### src/rtl/tone_sequencer_voice_if.sv
// Command channel for the tone sequencer voice.
// Carries note index and duration over a valid/ready handshake.
interface tone_sequencer_voice_if #(
  parameter int NOTE_BITS = 4,
  parameter int DUR_BITS  = 12
);
  logic                 cmd_valid;
  logic                 cmd_ready;
  logic [NOTE_BITS-1:0] cmd_note;
  logic [DUR_BITS-1:0]  cmd_dur;

  modport master (
    output cmd_valid,
    output cmd_note,
    output cmd_dur,
    input  cmd_ready
  );

  modport slave (
    input  cmd_valid,
    input  cmd_note,
    input  cmd_dur,
    output cmd_ready
  );
endinterface

### src/rtl/tone_sequencer_voice.sv
// Single-voice square-wave tone generator driven by (note, duration) commands.
// Ports: externalClock/resetN, cmd (slave), abort in; music, busy, done out.
module tone_sequencer_voice #(
  parameter int CLK_HZ    = 50000000,
  parameter int NOTE_BITS = 4,
  parameter int DUR_BITS  = 12,
  parameter int TICK_DIV  = 50000,
  parameter int GAP_TICKS = 10
) (
  input  logic                  externalClock,
  input  logic                  resetN,
  tone_sequencer_voice_if.slave cmd,
  input  logic                  abort,
  output logic                  music,
  output logic                  busy,
  output logic                  done
);

  // Half period in clocks for chromatic note i, 9 = A4 = 440 Hz.
  function automatic int half_calc(input int i);
    real f;
    f = 440.0 * (2.0 ** ((real'(i) - 9.0) / 12.0));
    return $rtoi(real'(CLK_HZ) / (2.0 * f) + 0.5);
  endfunction

  // C4 is the lowest note, so it sets the tone counter width.
  localparam int MAXHALF = half_calc(0);
  localparam int TW = (MAXHALF > 1) ? $clog2(MAXHALF) : 1;
  localparam int PW = (TICK_DIV > 1) ? $clog2(TICK_DIV) : 1;
  localparam int GW = $clog2(GAP_TICKS + 1);
  localparam int KW = (DUR_BITS > GW) ? DUR_BITS : GW;

  typedef enum logic [1:0] {
    IDLE = 2'd0,
    PLAY = 2'd1,
    GAP  = 2'd2
  } state_t;

  state_t               state_q, state_d;
  logic [NOTE_BITS-1:0] note_q, note_d;
  logic [KW-1:0]        tick_q, tick_d;
  logic [PW-1:0]        pre_q, pre_d;
  logic [TW-1:0]        tone_q, tone_d;
  logic                 music_q, music_d;
  logic                 done_q, done_d;

  logic [TW-1:0] half_tbl [16];

  for (genvar g = 0; g < 16; g++) begin : g_tbl
    localparam int H = half_calc(g);
    assign half_tbl[g] = TW'(H - 1);
  end

  logic [TW-1:0] half_m1;
  logic          rest;
  logic          accept;
  logic          pre_wrap;
  logic          last_tick;

  assign half_m1   = half_tbl[note_q];
  assign rest      = (note_q == NOTE_BITS'(15));
  assign accept    = cmd.cmd_valid && (state_q == IDLE) && !abort;
  assign pre_wrap  = (pre_q == PW'(TICK_DIV - 1));
  assign last_tick = pre_wrap && (tick_q == KW'(1));

  always_ff @(posedge externalClock or negedge resetN) begin
    if (!resetN) begin
      state_q <= IDLE;
      note_q  <= '0;
      tick_q  <= '0;
      pre_q   <= '0;
      tone_q  <= '0;
      music_q <= 1'b0;
      done_q  <= 1'b0;
    end else begin
      state_q <= state_d;
      note_q  <= note_d;
      tick_q  <= tick_d;
      pre_q   <= pre_d;
      tone_q  <= tone_d;
      music_q <= music_d;
      done_q  <= done_d;
    end
  end

  always_comb begin
    state_d = state_q;
    note_d  = note_q;
    tick_d  = tick_q;
    pre_d   = pre_q;
    tone_d  = tone_q;
    music_d = music_q;
    done_d  = 1'b0;
    unique case (state_q)
      IDLE: begin
        music_d = 1'b0;
        if (accept) begin
          note_d = cmd.cmd_note;
          pre_d  = '0;
          tone_d = '0;
          if (cmd.cmd_dur != '0) begin
            state_d = PLAY;
            tick_d  = KW'(cmd.cmd_dur);
          end else if (GAP_TICKS != 0) begin
            state_d = GAP;
            tick_d  = KW'(GAP_TICKS);
          end else begin
            done_d = 1'b1;
          end
        end
      end
      PLAY: begin
        pre_d = pre_wrap ? '0 : pre_q + 1'b1;
        if (pre_wrap) tick_d = tick_q - 1'b1;
        if (tone_q == half_m1) begin
          tone_d = '0;
          if (!rest) music_d = !music_q;
        end else begin
          tone_d = tone_q + 1'b1;
        end
        if (last_tick) begin
          music_d = 1'b0;
          tone_d  = '0;
          pre_d   = '0;
          if (GAP_TICKS != 0) begin
            state_d = GAP;
            tick_d  = KW'(GAP_TICKS);
          end else begin
            state_d = IDLE;
            done_d  = 1'b1;
          end
        end
      end
      GAP: begin
        music_d = 1'b0;
        pre_d   = pre_wrap ? '0 : pre_q + 1'b1;
        if (pre_wrap) tick_d = tick_q - 1'b1;
        if (last_tick) begin
          state_d = IDLE;
          pre_d   = '0;
          done_d  = 1'b1;
        end
      end
      default: state_d = IDLE;
    endcase
    // Abort overrides everything, including a pending completion.
    if (abort) begin
      state_d = IDLE;
      music_d = 1'b0;
      done_d  = 1'b0;
      tone_d  = '0;
      pre_d   = '0;
      tick_d  = '0;
    end
  end

  always_comb begin
    cmd.cmd_ready = (state_q == IDLE);
    busy          = (state_q != IDLE);
    music         = music_q;
    done          = done_q;
  end

endmodule
### src/flat_wrapper.sv
// flat-port wrapper written by rule: the top's interface ports become plain ports
module tone_sequencer_voice_flat 
#(
  parameter int CLK_HZ    = 50000000,
  parameter int NOTE_BITS = 4,
  parameter int DUR_BITS  = 12,
  parameter int TICK_DIV  = 50000,
  parameter int GAP_TICKS = 10
)
  (externalClock, resetN, abort, music, busy, done, cmd_cmd_valid, cmd_cmd_note, cmd_cmd_dur, cmd_cmd_ready);
  tone_sequencer_voice_if #(.NOTE_BITS(NOTE_BITS), .DUR_BITS(DUR_BITS)) cmd_i ();
  input  logic externalClock;
  input  logic resetN;
  input  logic abort;
  output logic music;
  output logic busy;
  output logic done;
  input wire logic [$bits(cmd_i.cmd_valid)-1:0] cmd_cmd_valid;
  input wire logic [$bits(cmd_i.cmd_note)-1:0] cmd_cmd_note;
  input wire logic [$bits(cmd_i.cmd_dur)-1:0] cmd_cmd_dur;
  output wire logic [$bits(cmd_i.cmd_ready)-1:0] cmd_cmd_ready;
  assign cmd_i.cmd_valid = cmd_cmd_valid;
  assign cmd_i.cmd_note = cmd_cmd_note;
  assign cmd_i.cmd_dur = cmd_cmd_dur;
  assign cmd_cmd_ready = cmd_i.cmd_ready;
  tone_sequencer_voice #(.CLK_HZ(CLK_HZ), .NOTE_BITS(NOTE_BITS), .DUR_BITS(DUR_BITS), .TICK_DIV(TICK_DIV), .GAP_TICKS(GAP_TICKS)) u_core (.externalClock(externalClock), .resetN(resetN), .cmd(cmd_i), .abort(abort), .music(music), .busy(busy), .done(done));
endmodule
### config.mk
export PLATFORM = sky130hd
export DESIGN_NAME = tone_sequencer_voice_flat
export DESIGN_NICKNAME = d
export VERILOG_FILES = /design/src/rtl/tone_sequencer_voice_if.sv /design/src/rtl/tone_sequencer_voice.sv /design/src/flat_wrapper.sv
export SDC_FILE = /design/constraint.sdc
export NUM_CORES = 1
export LEC_CHECK = 0
export ABC_AREA = 1
export BUFFER_PORTS_ARGS = -buffer_cell sky130_fd_sc_hd__buf_2
export CORE_MARGIN = 2
export CORE_UTILIZATION = 60
export CTS_CLUSTER_DIAMETER = 150
export DETAILED_ROUTE_END_ITERATION = 6
export PLACE_DENSITY = 0.79
export SLEW_MARGIN = 20
export SYNTH_ARGS = -nofsm -noshare
export SYNTH_HDL_FRONTEND = slang
export SYNTH_SLANG_ARGS = --single-unit
### constraint.sdc
create_clock -name externalClock -period 3.1 [get_ports externalClock]
set_input_delay 0.93 -clock externalClock [delete_from_list [all_inputs] [get_ports externalClock]]
set_output_delay 0.93 -clock externalClock [all_outputs]
set_load 0.05 [all_outputs]
==> impl_metrics.yaml, run 1 <==
sta:
  fmax_mhz: 409
  finalCritPeriodShare_pct: 78.9
  rsz0062_at_grt: "no"
  finalCriticalPeriod_ps: 2440
  skew_ps: 7.20
  tightest_slew_ps: 667
  fin_ws_ps: 656
  setup_viol: 0
  slew_violations: 0
  setup_tns_ps: 0
  finalHoldViolations: 0
  relSlewSlack_pct: 55.5
setup_path:
  cp.depth: 15
  ff2ff_path_depth: 15
  cp.required_ps: 3320
  cp_max_fo: 18
  cp_slowest_cell: "dfrtp_1"
  path_buf_inv: 1
  critPathMostFrequentCell: "nand2_1"
  critPathMaxStageDelay_ps: 500
  cp.arrival_ps: 2660
  critPathTopFamily: "simple AND/OR/NAND/NOR gates"
  end_kind: "flop"
  path_cells: "inv_1 > ha_1 > nand2_1 > nand3_1 > nand2_1 > nand2_1 > nand2_1 > nor2_1 > nand2_1 > nor2_1 > nand2_2 > nand2_4 > nand2_1 > nand2_1 > nand2_1"
  path_class: "reg -> reg"
  critPathLaunchType: "flop"
floorplanning:
  die_h_um: 87.5
  num_rows: 30
  die_area_sq_mm: 0.00766
  start_util_pct: 61.9
  io_pins: 24
  core_area_sq_mm: 0.00676
  die_width_um: 87.5
cts:
  tritoncts: "done"
  cts-hold-fix-buffers: 0
  cts_resized: 0
  ctsRootBufferMaster: "clkbuf_8"
  numCtsBuffers: 5
  cts_sinks: 53
  htree_num_levels: 2
  cts.path.max_buffers: 2
  clkSlewWorstSetupHoldPaths_ps: 100
  post-cts-setup-buffers: 0
  clk-insertion-delay-late_ps: 320
power:
  switching_share_pct: 52.5
  p_leak_nw: 2.20
  clkPwrFrac_pct: 12.1
  power_mw: 3.49
  power.density_mw_per_mm2: 790
  internal_power_mw: 1.66
  pwr-share-seq_pct: 27.6
  combPwrFrac_pct: 60.4
  switchingPower_mw: 1.83
  peakVddDrop_uv: 508
final_layout:
  fillers: 659
  synthToLayoutAreaGrowth_pct: 5.65
  nNetsFinal: 705
  drive_gt1_share_pct: 9.09
  antenna_cells: 0
outcome:
  outcome: "complete, no violations"
route:
  drtIter0Drc: 198
  firstDrtPassIters: 5
  drc: 0
  vias: 4126
  via_per_inst: 5.49
  postRouteAntennaNets: 0
  wire_per_inst_um: 13.2
  routed_wl_um: 9880
synth:
  synth_top_area_share_pct: 31.7
  syn_area_per_cell_sq_um: 6.46
  ys_types: 40
  synth-edff-count: 0
  synthArstFlopShare_pct: 100
  yosysMostFrequentCell: "nand2_1"
  syn-num-nets: 683
  synthTopCellsByArea: "dfrtp_1 (32%), nand2_1 (18%), nand3_1 (8.7%)"
  synth_cells: 648
  synth_flop_cell: "dfrtp_1"
  ys_ff_latch: 53
  synth_common_cells: "nand2_1 (200), inv_1 (82), nand3_1 (73), nor2_1 (66), dfrtp_1 (53)"
  synth.yosys.warnings: 0
  ys_seq_area_share_pct: 31.7
  synth_largest_area_cell: "dfrtp_1"
  synth_area_sq_mm: 0.00419
placement:
  gp_congestion: 0.955
  dp_slack_ps: 610
  dpl.hpwl_um: 7670
  port_buffers: 23
global_route:
  grt_usage_pct: 28.1
  grt_pass1_vias: 3929
  antenna_found_initial: 0
  grt_first_pass_wirelength_um: 17200
  grt_max_degree: 54
  overflow: 0
min_path:
  hold_path.class: "reg -> reg"
  whs_path_depth: 2
run:
  drv_cap: 0
[cell families (layout without fill, tap and decap cells)]
group / after synthesis / in the layout / share of synthesized area [%]
xor+xnor: 12 / 12 / 2.51
buf+inv: 101 / 124 / 10.7
fa+ha+maj: 15 / 15 / 4.48
simple gates: 388 / 388 / 39.9
compound gates: 79 / 79 / 10.7
flops: 53 / 53 / 31.7
[stage by stage]
step / utilization, % / cell area [sq um] / instances / hold WS, ps
finish: 65.4 / 4420 / 751 / 485
global route: 65.4 / 4420 / 751 / 509
CTS: 65.4 / 4420 / 751 / 492
detailed placement: 64.0 / 4330 / 743 / 467
global placement: 64.0 / 4330 / 743 / 468
floorplan: - / 4190 / 648 / 449
[worst register-to-register path, stage by stage, from the launching register on]
cell and delay [ps]:
dfrtp_1 500, inv_1 180, ha_1 350, nand2_1 180, nand3_1 210, nand2_1 70, nand2_1 60, nand2_1 60
nor2_1 100, nand2_1 50, nor2_1 120, nand2_2 90, nand2_4 200, nand2_1 80, nand2_1 60, nand2_1 40
[power groups by stage]
stage | clock [mW] | combinational [mW] | sequential [mW]
2_1_floorplan | 0 | 1.70 | 0.933
3_3_place_gp | 0 | 2.06 | 0.967
3_5_place_dp | 0 | 2.09 | 0.969
4_1_cts | 0.425 | 2.10 | 0.957
5_1_grt | 0.449 | 2.39 | 0.979
6_report | 0.422 | 2.11 | 0.962
[registers in the layout, indices dropped and copies added, names as in the netlist]
register and flops:
u_core.note_q 4, u_core.done 1, u_core.music 1, u_core.state_q 2
u_core.pre_q 16, u_core.tick_q 12, u_core.tone_q 17
[area by class of cell]
cell class                      count  area, sq um  share of cell area (%)
Clock buffer                        6         82.6                    1.87
Tap cell                           80          100                    2.26
Timing Repair Buffer               29          160                    3.62
Sequential cell                    53         1330                    30.0
Clock inverter                      2         13.8                   0.311
Multi-Input combinational cell    494         2410                    54.5
Inverter                           87          328                    7.41
[worst paths after layout]
check	start	to	slack, ps
max in group asynchronous	resetN	u_core.tone_q[15]$_DFFE_PN0P_	1930
min in group asynchronous	resetN	u_core.pre_q[11]$_DFFE_PN0P_	730
setup reg to reg	u_core.note_q[1]$_DFFE_PN0P_	u_core.music$_DFFE_PN0P_	660
hold / removal	u_core.tick_q[9]$_DFFE_PN0P_	u_core.tick_q[9]$_DFFE_PN0P_	480
setup / recovery	u_core.note_q[1]$_DFFE_PN0P_	u_core.music$_DFFE_PN0P_	660
hold reg to reg	u_core.tick_q[9]$_DFFE_PN0P_	u_core.tick_q[9]$_DFFE_PN0P_	480
[cell usage in the layout, fill, tap and decap left out, types with 11 or more instances in the layout]
cell type / n
a21oi_1: 31
buf_2: 23
dfrtp_1: 53
ha_1: 15
inv_1: 82
nand2_1: 200
nand3_1: 73
nand4_1: 15
nor2_1: 66
nor3_1: 16
o21ai_0: 29
xor2_1: 11
[routing by layer]
layer / wire [um] / up-vias / track usage (%) / part of all wire [%]
met1: 4300 / 1887 / 35.2 / 44
met4: 153 / 0 / 8.39 / 1.5
li1: - / 2125 / - / -
met5: 0 / - / 0 / 0
met3: 396 / 13 / 3.79 / 4.0
met2: 5030 / 101 / 50.2 / 51
Power figures use the tool's default switching activity.
==> inputs of run 2 (changes only) <==
--- a/config.mk
+++ b/config.mk
@@ -5,7 +5,7 @@
 export SDC_FILE = /design/constraint.sdc
 export NUM_CORES = 1
 export LEC_CHECK = 0
-export ABC_AREA = 1
+export ABC_AREA = 0
 export BUFFER_PORTS_ARGS = -buffer_cell sky130_fd_sc_hd__buf_2
 export CORE_MARGIN = 2
 export CORE_UTILIZATION = 60
==> constraint.sdc (replaced) <==
create_clock -name externalClock -period 2.5 [get_ports externalClock]
set_input_delay 0.75 -clock externalClock [delete_from_list [all_inputs] [get_ports externalClock]]
set_output_delay 0.75 -clock externalClock [all_outputs]
set_load 0.05 [all_outputs]
==> run 2 against run 1 <==
Combinational power grew 39%. Non-clock buffer count grew 31. Routed wire length shrank 2.0%. Synthesized area shrank 7.7%. Register-to-register slack lost 680 ps. Total power grew 39%. Final cell count shrank 24%. The run now ends with negative setup slack left.
==> impl_metrics.yaml, run 2 <==
final_layout:
  layout.cells.non_filler: 572
  fillers: 471
  layout_commonest_cell: "dfrtp_1"
  synthToLayoutAreaGrowth_pct: 17.9
  drive_gt1_share_pct: 24.4
  final_cell_mix: "dfrtp_1 (49), nor2_1 (46), nand2_1 (39)"
  largest_reg_flops: 17
  regMostFlops: "u_core.tone_q"
  antenna_cells: 0
  reg_top3: "u_core.tone_q: 17 flops, u_core.pre_q: 16 flops, u_core.tick_q: 12 flops"
  final_area_sq_mm: 0.00456
  nNetsFinal: 529
synth:
  synth_flop_cell: "dfrtp_1"
  synth_largest_area_cell: "dfrtp_1"
  ys_seq_area_share_pct: 34.3
  synth_cells: 449
  synth.yosys.warnings: 0
  yosysMostFrequentCell: "dfrtp_1"
  synthArstFlopShare_pct: 100
  ys_types: 67
  ys_ff_latch: 53
  synth_common_cells: "dfrtp_1 (53), nor2_1 (46), nand2_1 (40), o21ai_0 (31), a21oi_1 (22)"
  synth-edff-count: 0
  synthTopCellsByArea: "dfrtp_1 (34%), ha_1 (4.9%), xor2_1 (4.5%)"
  synth_top_area_share_pct: 34.3
  syn_area_per_cell_sq_um: 8.60
  syn-num-nets: 484
  synth_area_sq_mm: 0.00386
cts:
  numCtsBuffers: 5
  tritoncts: "done"
  ctsRootBufferMaster: "clkbuf_8"
  cts-hold-fix-buffers: 0
  htree_num_levels: 2
  clk-insertion-delay-late_ps: 310
  cts_sinks: 53
  cts.path.max_buffers: 2
  clkSlewWorstSetupHoldPaths_ps: 100
floorplanning:
  die_h_um: 84.2
  core_area_sq_mm: 0.00628
  die_area_sq_mm: 0.00710
  start_util_pct: 61.5
  num_rows: 29
  io_pins: 24
  die_width_um: 84.2
power:
  switching_share_pct: 43.8
  clkPwrFrac_pct: 14.2
  pwr-share-seq_pct: 25.4
  internal_power_mw: 2.73
  power.density_mw_per_mm2: 1070
  p_leak_nw: 1.94
  power_mw: 4.86
  combPwrFrac_pct: 60.4
  peakVddDrop_uv: 860
  switchingPower_mw: 2.13
global_route:
  overflow: 0
  grt_max_degree: 54
  grt_pass1_vias: 3449
  grt_usage_pct: 27.9
  grt_first_pass_wirelength_um: 16200
  antenna_found_initial: 0
route:
  postRouteAntennaNets: 0
  firstDrtPassIters: 5
  drtIter0Drc: 215
  via_per_inst: 6.22
  drc: 0
  wire_per_inst_um: 16.9
  routed_wl_um: 9690
  vias: 3555
sta:
  finalHoldViolations: 0
  fin_ws_ps: -29.1
  finalCritPeriodShare_pct: 101
  skew_ps: 12.0
  finalCriticalPeriod_ps: 2530
  setup_viol: 12
  tightest_slew_ps: 682
  setup_tns_ps: -139
  relSlewSlack_pct: 54.6
  fmax_mhz: 395
  rsz0062_at_grt: "yes"
  slew_violations: 0
outcome:
  outcome: "complete, but fails checks"
  violations: "negative setup slack"
setup_path:
  cp.depth: 9
  path_cells: "buf_4 > or2_2 > a21o_1 > and3_1 > nor3_1 > nand4_1 > a311oi_2 > mux2i_1 > o21ai_1"
  critPathMaxStageDelay_ps: 450
  cp_max_fo: 5
  end_kind: "flop"
  worstReg2RegEnd: "u_core.music$_DFFE_PN0P_"
  path_class: "reg -> reg"
  critPathLaunchType: "flop"
  critPathTopFamily: "simple AND/OR/NAND/NOR gates"
  ff2ff_path_depth: 9
  path_buf_inv: 1
  worstSetupEndpoint: "u_core.music$_DFFE_PN0P_"
  r2r_setup_slack_ps: -30
  r2r-start: "u_core.note_q[0]$_DFFE_PN0P_"
  cp.arrival_ps: 2730
  cp_slowest_cell: "dfrtp_2"
  cp-startpoint: "u_core.note_q[0]$_DFFE_PN0P_"
  cp.required_ps: 2700
min_path:
  hold_path.class: "reg -> reg"
placement:
  placed_cell_area_sq_mm: 0.00424
  post-place-cells: 560
  gp_congestion: 1.02
  port_buffers: 23
  dpl.hpwl_um: 6990
run:
  drv_cap: 0
## run 2: cell count changes in the layout (fill, tap and decap cells not counted), moves of 7 or more
cell and delta:
xnor2_1 +16, a21oi_1 -9, nand3_1 -54, and3_1 +8
buf_4 +25, nand2_1 -161, nand2b_1 +7, nor2_1 -20
inv_1 -69, xor2_1 +9, or3_1 +9
## run 2: cells by family (layout without fill, tap and decap cells)
family                   after synthesis  in the layout  share of synthesized area, %
AND/OR/NAND/NOR                      201            201                          27.8
AO/OA/AOI/OAI                         91             91                          15.4
flip-flops                            53             53                          34.3
XOR/XNOR                              39             39                          8.84
buffers and inverters                 38             84                          4.60
adder cells (fa/ha/maj)               15             15                          4.86
multiplexers                          12             12                          4.24
## run 2: worst min path at each step
stage | to | depth (start not counted) | slack (ps) | start
2_1_floorplan | u_core.done$_DFF_PN0_ | 0 | 450 | resetN
3_3_place_gp | u_core.pre_q[14]$_DFFE_PN0P_ | 1 | 490 | u_core.pre_q[14]$_DFFE_PN0P_
3_5_place_dp | u_core.pre_q[14]$_DFFE_PN0P_ | 1 | 490 | u_core.pre_q[14]$_DFFE_PN0P_
4_1_cts | u_core.pre_q[14]$_DFFE_PN0P_ | 1 | 510 | u_core.pre_q[14]$_DFFE_PN0P_
5_1_grt | u_core.pre_q[14]$_DFFE_PN0P_ | 1 | 530 | u_core.pre_q[14]$_DFFE_PN0P_
6_report | u_core.pre_q[14]$_DFFE_PN0P_ | 1 | 510 | u_core.pre_q[14]$_DFFE_PN0P_
## run 2: cell type report
type	instances	area, sq um	area share [%]
Clock buffer	5	68.8	1.51
Clock inverter	3	65.1	1.43
Inverter	16	62.6	1.37
Multi-Input combinational cell	358	2520	55.2
Sequential cell	53	1330	29.2
Tap cell	77	96.3	2.11
Timing Repair Buffer	60	415	9.12
## run 2: metrics by stage
step                hold slack [ps]  setup WS (ps)  util [%]
finish                          508          -29.1      72.6
global route                    528           -114      72.6
CTS                             509           2.50      71.5
detailed placement              490           -140      67.5
global placement                488          -19.4      67.5
floorplan                       454           14.4         -
## run 2: routing by layer
layer | vias to the layer above | GRT usage (%) | part of all wire [%]
li1 | 1700 | - | -
met1 | 1699 | 36.9 | 42
met2 | 142 | 47.9 | 51
met3 | 14 | 3.64 | 5.8
met4 | 0 | 8.21 | 1.1
met5 | - | 0 | 0
## run 2: repair_timing
| item | CTS | global route |
|---|---|---|
| gates resized for setup | 24 | 13 |
| endpoints found under the setup margin | 16 | 23 |
| pin swaps | 7 | 6 |
| buffers inserted | 3 | 1 |
## run 2: power groups by stage
stage	Sequential (mW)	Combinational, mW	Clock, mW
finish	1.24	2.94	0.690
global route	1.26	3.18	0.735
CTS	1.23	2.78	0.704
detailed placement	1.23	2.53	0
global placement	1.22	2.45	0
floorplan	1.17	1.90	0
==> inputs of run 3 (changes only) <==
--- a/config.mk
+++ b/config.mk
@@ -5,7 +5,7 @@
 export SDC_FILE = /design/constraint.sdc
 export NUM_CORES = 1
 export LEC_CHECK = 0
-export ABC_AREA = 0
+export ABC_AREA = 1
 export BUFFER_PORTS_ARGS = -buffer_cell sky130_fd_sc_hd__buf_2
 export CORE_MARGIN = 2
 export CORE_UTILIZATION = 60
==> run 3 against run 2 <==
Largest power group unchanged. Sequential power is 4% lower. Combinational power fell by 9.9%. The flow now finishes without violations. Total power fell by 8.3%. Routed wire length up 2.3%. Hold slack lost 2.0 ps. Clock-buffer cell count is the same. Setup slack improved by 280 ps. Via count up 16%. Fmax increased by 13%. Critical path depth is 1 higher.
==> impl_metrics.yaml, run 3 (synthesized netlist as in run 1, its figures left out) <==
final_layout:
  layout_commonest_cell: "nand2_1"
  synthToLayoutAreaGrowth_pct: 6.88
  largest_reg_flops: 17
  final_cell_mix: "nand2_1 (199), inv_1 (82), nand3_1 (73)"
  drive_gt1_share_pct: 9.96
  fillers: 624
  antenna_cells: 0
  layout.cells.non_filler: 753
  regMostFlops: "u_core.tone_q"
  nNetsFinal: 707
  reg_top3: "u_core.tone_q: 17 flops, u_core.pre_q: 16 flops, u_core.tick_q: 12 flops"
route:
  firstDrtPassIters: 5
  drtIter0Drc: 183
  vias: 4126
  drc: 0
  postRouteAntennaNets: 0
  wire_per_inst_um: 13.2
  routed_wl_um: 9910
  via_per_inst: 5.48
sta:
  finalCritPeriodShare_pct: 89.9
  relSlewSlack_pct: 55.1
  skew_ps: 6.31
  finalCriticalPeriod_ps: 2250
  hold_ws_ps: 506
  finalHoldViolations: 0
  slew_violations: 0
  setup_viol: 0
  rsz0062_at_grt: "no"
  tightest_slew_ps: 674
  setup_tns_ps: 0
  fmax_mhz: 445
setup_path:
  r2r_setup_slack_ps: 250
  r2r-start: "u_core.state_q[1]$_DFFE_PN0P_"
  path_class: "reg -> reg"
  cp_max_fo: 7
  end_kind: "flop"
  cp_slowest_cell: "dfrtp_1"
  critPathLaunchType: "flop"
  path_cells: "inv_1 > ha_2 > inv_1 > nor2_1 > nand2_1 > o21ai_0 > inv_1 > nand2_1 > inv_1 > nor3_1"
  worstReg2RegEnd: "u_core.pre_q[10]$_DFFE_PN0P_"
  cp.required_ps: 2740
  ff2ff_path_depth: 10
  worstSetupEndpoint: "u_core.pre_q[10]$_DFFE_PN0P_"
  critPathMostFrequentCell: "inv_1"
  cp.depth: 10
  cp.arrival_ps: 2480
  path_buf_inv: 4
  critPathMaxStageDelay_ps: 410
  critPathTopFamily: "simple AND/OR/NAND/NOR gates"
  cp-startpoint: "u_core.state_q[1]$_DFFE_PN0P_"
global_route:
  use_met3_pct: 3.70
  top_usage_layer: "met2"
  met2_usage_pct: 51.0
  grt_max_degree: 54
  grt_pass1_vias: 3919
  grt_usage_pct: 27.6
  overflow: 0
  gr-usage-met1_pct: 32.8
  antenna_found_initial: 0
  grt_first_pass_wirelength_um: 17100
cts:
  htree_num_levels: 2
  numCtsBuffers: 5
  ctsRootBufferMaster: "clkbuf_8"
  post-cts-setup-buffers: 0
  cts.path.max_buffers: 2
  cts_sinks: 53
  clkSlewWorstSetupHoldPaths_ps: 100
  tritoncts: "done"
  clk-insertion-delay-late_ps: 320
floorplanning:
  start_util_pct: 61.9
  die_area_sq_mm: 0.00766
  io_pins: 24
  die_h_um: 87.5
  die_width_um: 87.5
  core_area_sq_mm: 0.00676
  num_rows: 30
placement:
  gp_congestion: 0.969
  port_buffers: 23
  post-place-cells: 745
  dpl.hpwl_um: 7580
power:
  p_leak_nw: 2.22
  peakVddDrop_uv: 579
  power.density_mw_per_mm2: 997
  power_mw: 4.46
run:
  drv_cap: 0
min_path:
  hold_path.class: "reg -> reg"
outcome:
  outcome: "complete, no violations"
## run 3: repair_timing
action | CTS | global route
setup endpoints to repair | 0 | 17
gates resized for setup | 0 | 4
hold buffers | 0 | 0
endpoints found under the hold margin | 0 | 0
## run 3: worst min-delay path by stage
stage,startpoint,to,slack (ps),cells past startpoint
floorplan,resetN,u_core.done$_DFF_PN0_,450,0
global route,u_core.tick_q[8]$_DFFE_PN0P_,u_core.tick_q[8]$_DFFE_PN0P_,530,2
global placement,u_core.tick_q[9]$_DFFE_PN0P_,u_core.tick_q[9]$_DFFE_PN0P_,470,2
finish,u_core.tick_q[9]$_DFFE_PN0P_,u_core.tick_q[9]$_DFFE_PN0P_,510,2
CTS,u_core.tick_q[8]$_DFFE_PN0P_,u_core.tick_q[8]$_DFFE_PN0P_,510,2
detailed placement,u_core.tick_q[8]$_DFFE_PN0P_,u_core.tick_q[8]$_DFFE_PN0P_,480,2
## run 3: routing by layer
metal	routed length (um)	share of wire, %	up-vias
met5	0	0	-
met4	240	2.4	0
met3	406	4.1	22
met2	5170	52	106
met1	4100	41	1872
li1	-	-	2126
## run 3: worst min-delay path: cells and delay by family (launching register included)
kind	cells	cell delay, ps
flops	1	360
simple gates	2	110
## run 3: area by class of cell
class / count / area (sq um) / share of cell area, %
multi-input cells: 494 / 2420 / 54.2
flip-flops and latches: 53 / 1330 / 29.7
inverters: 87 / 328 / 7.33
repair buffers: 31 / 175 / 3.92
well taps: 80 / 100 / 2.24
clock buffers: 5 / 68.8 / 1.54
clock inverters: 3 / 47.5 / 1.06
## run 3: where the power goes
part	switching, mW	internal [mW]	leakage [nW]
combinational	1.78	0.864	1.45
clock	0.313	0.306	0.0591
sequential	0.188	1.00	0.711
## run 3: per-stage QoR
| step | util (%) | instance area, sq um | worst slack [ps] |
|---|---|---|---|
| after global placement | 64.3 | 4340 | 165 |
| after detailed placement | 64.3 | 4340 | 120 |
| after CTS | 66.0 | 4460 | 110 |
| after floorplan | - | 4190 | 215 |
| final | 66.2 | 4470 | 253 |
| after global routing | 66.2 | 4470 | 15.2 |
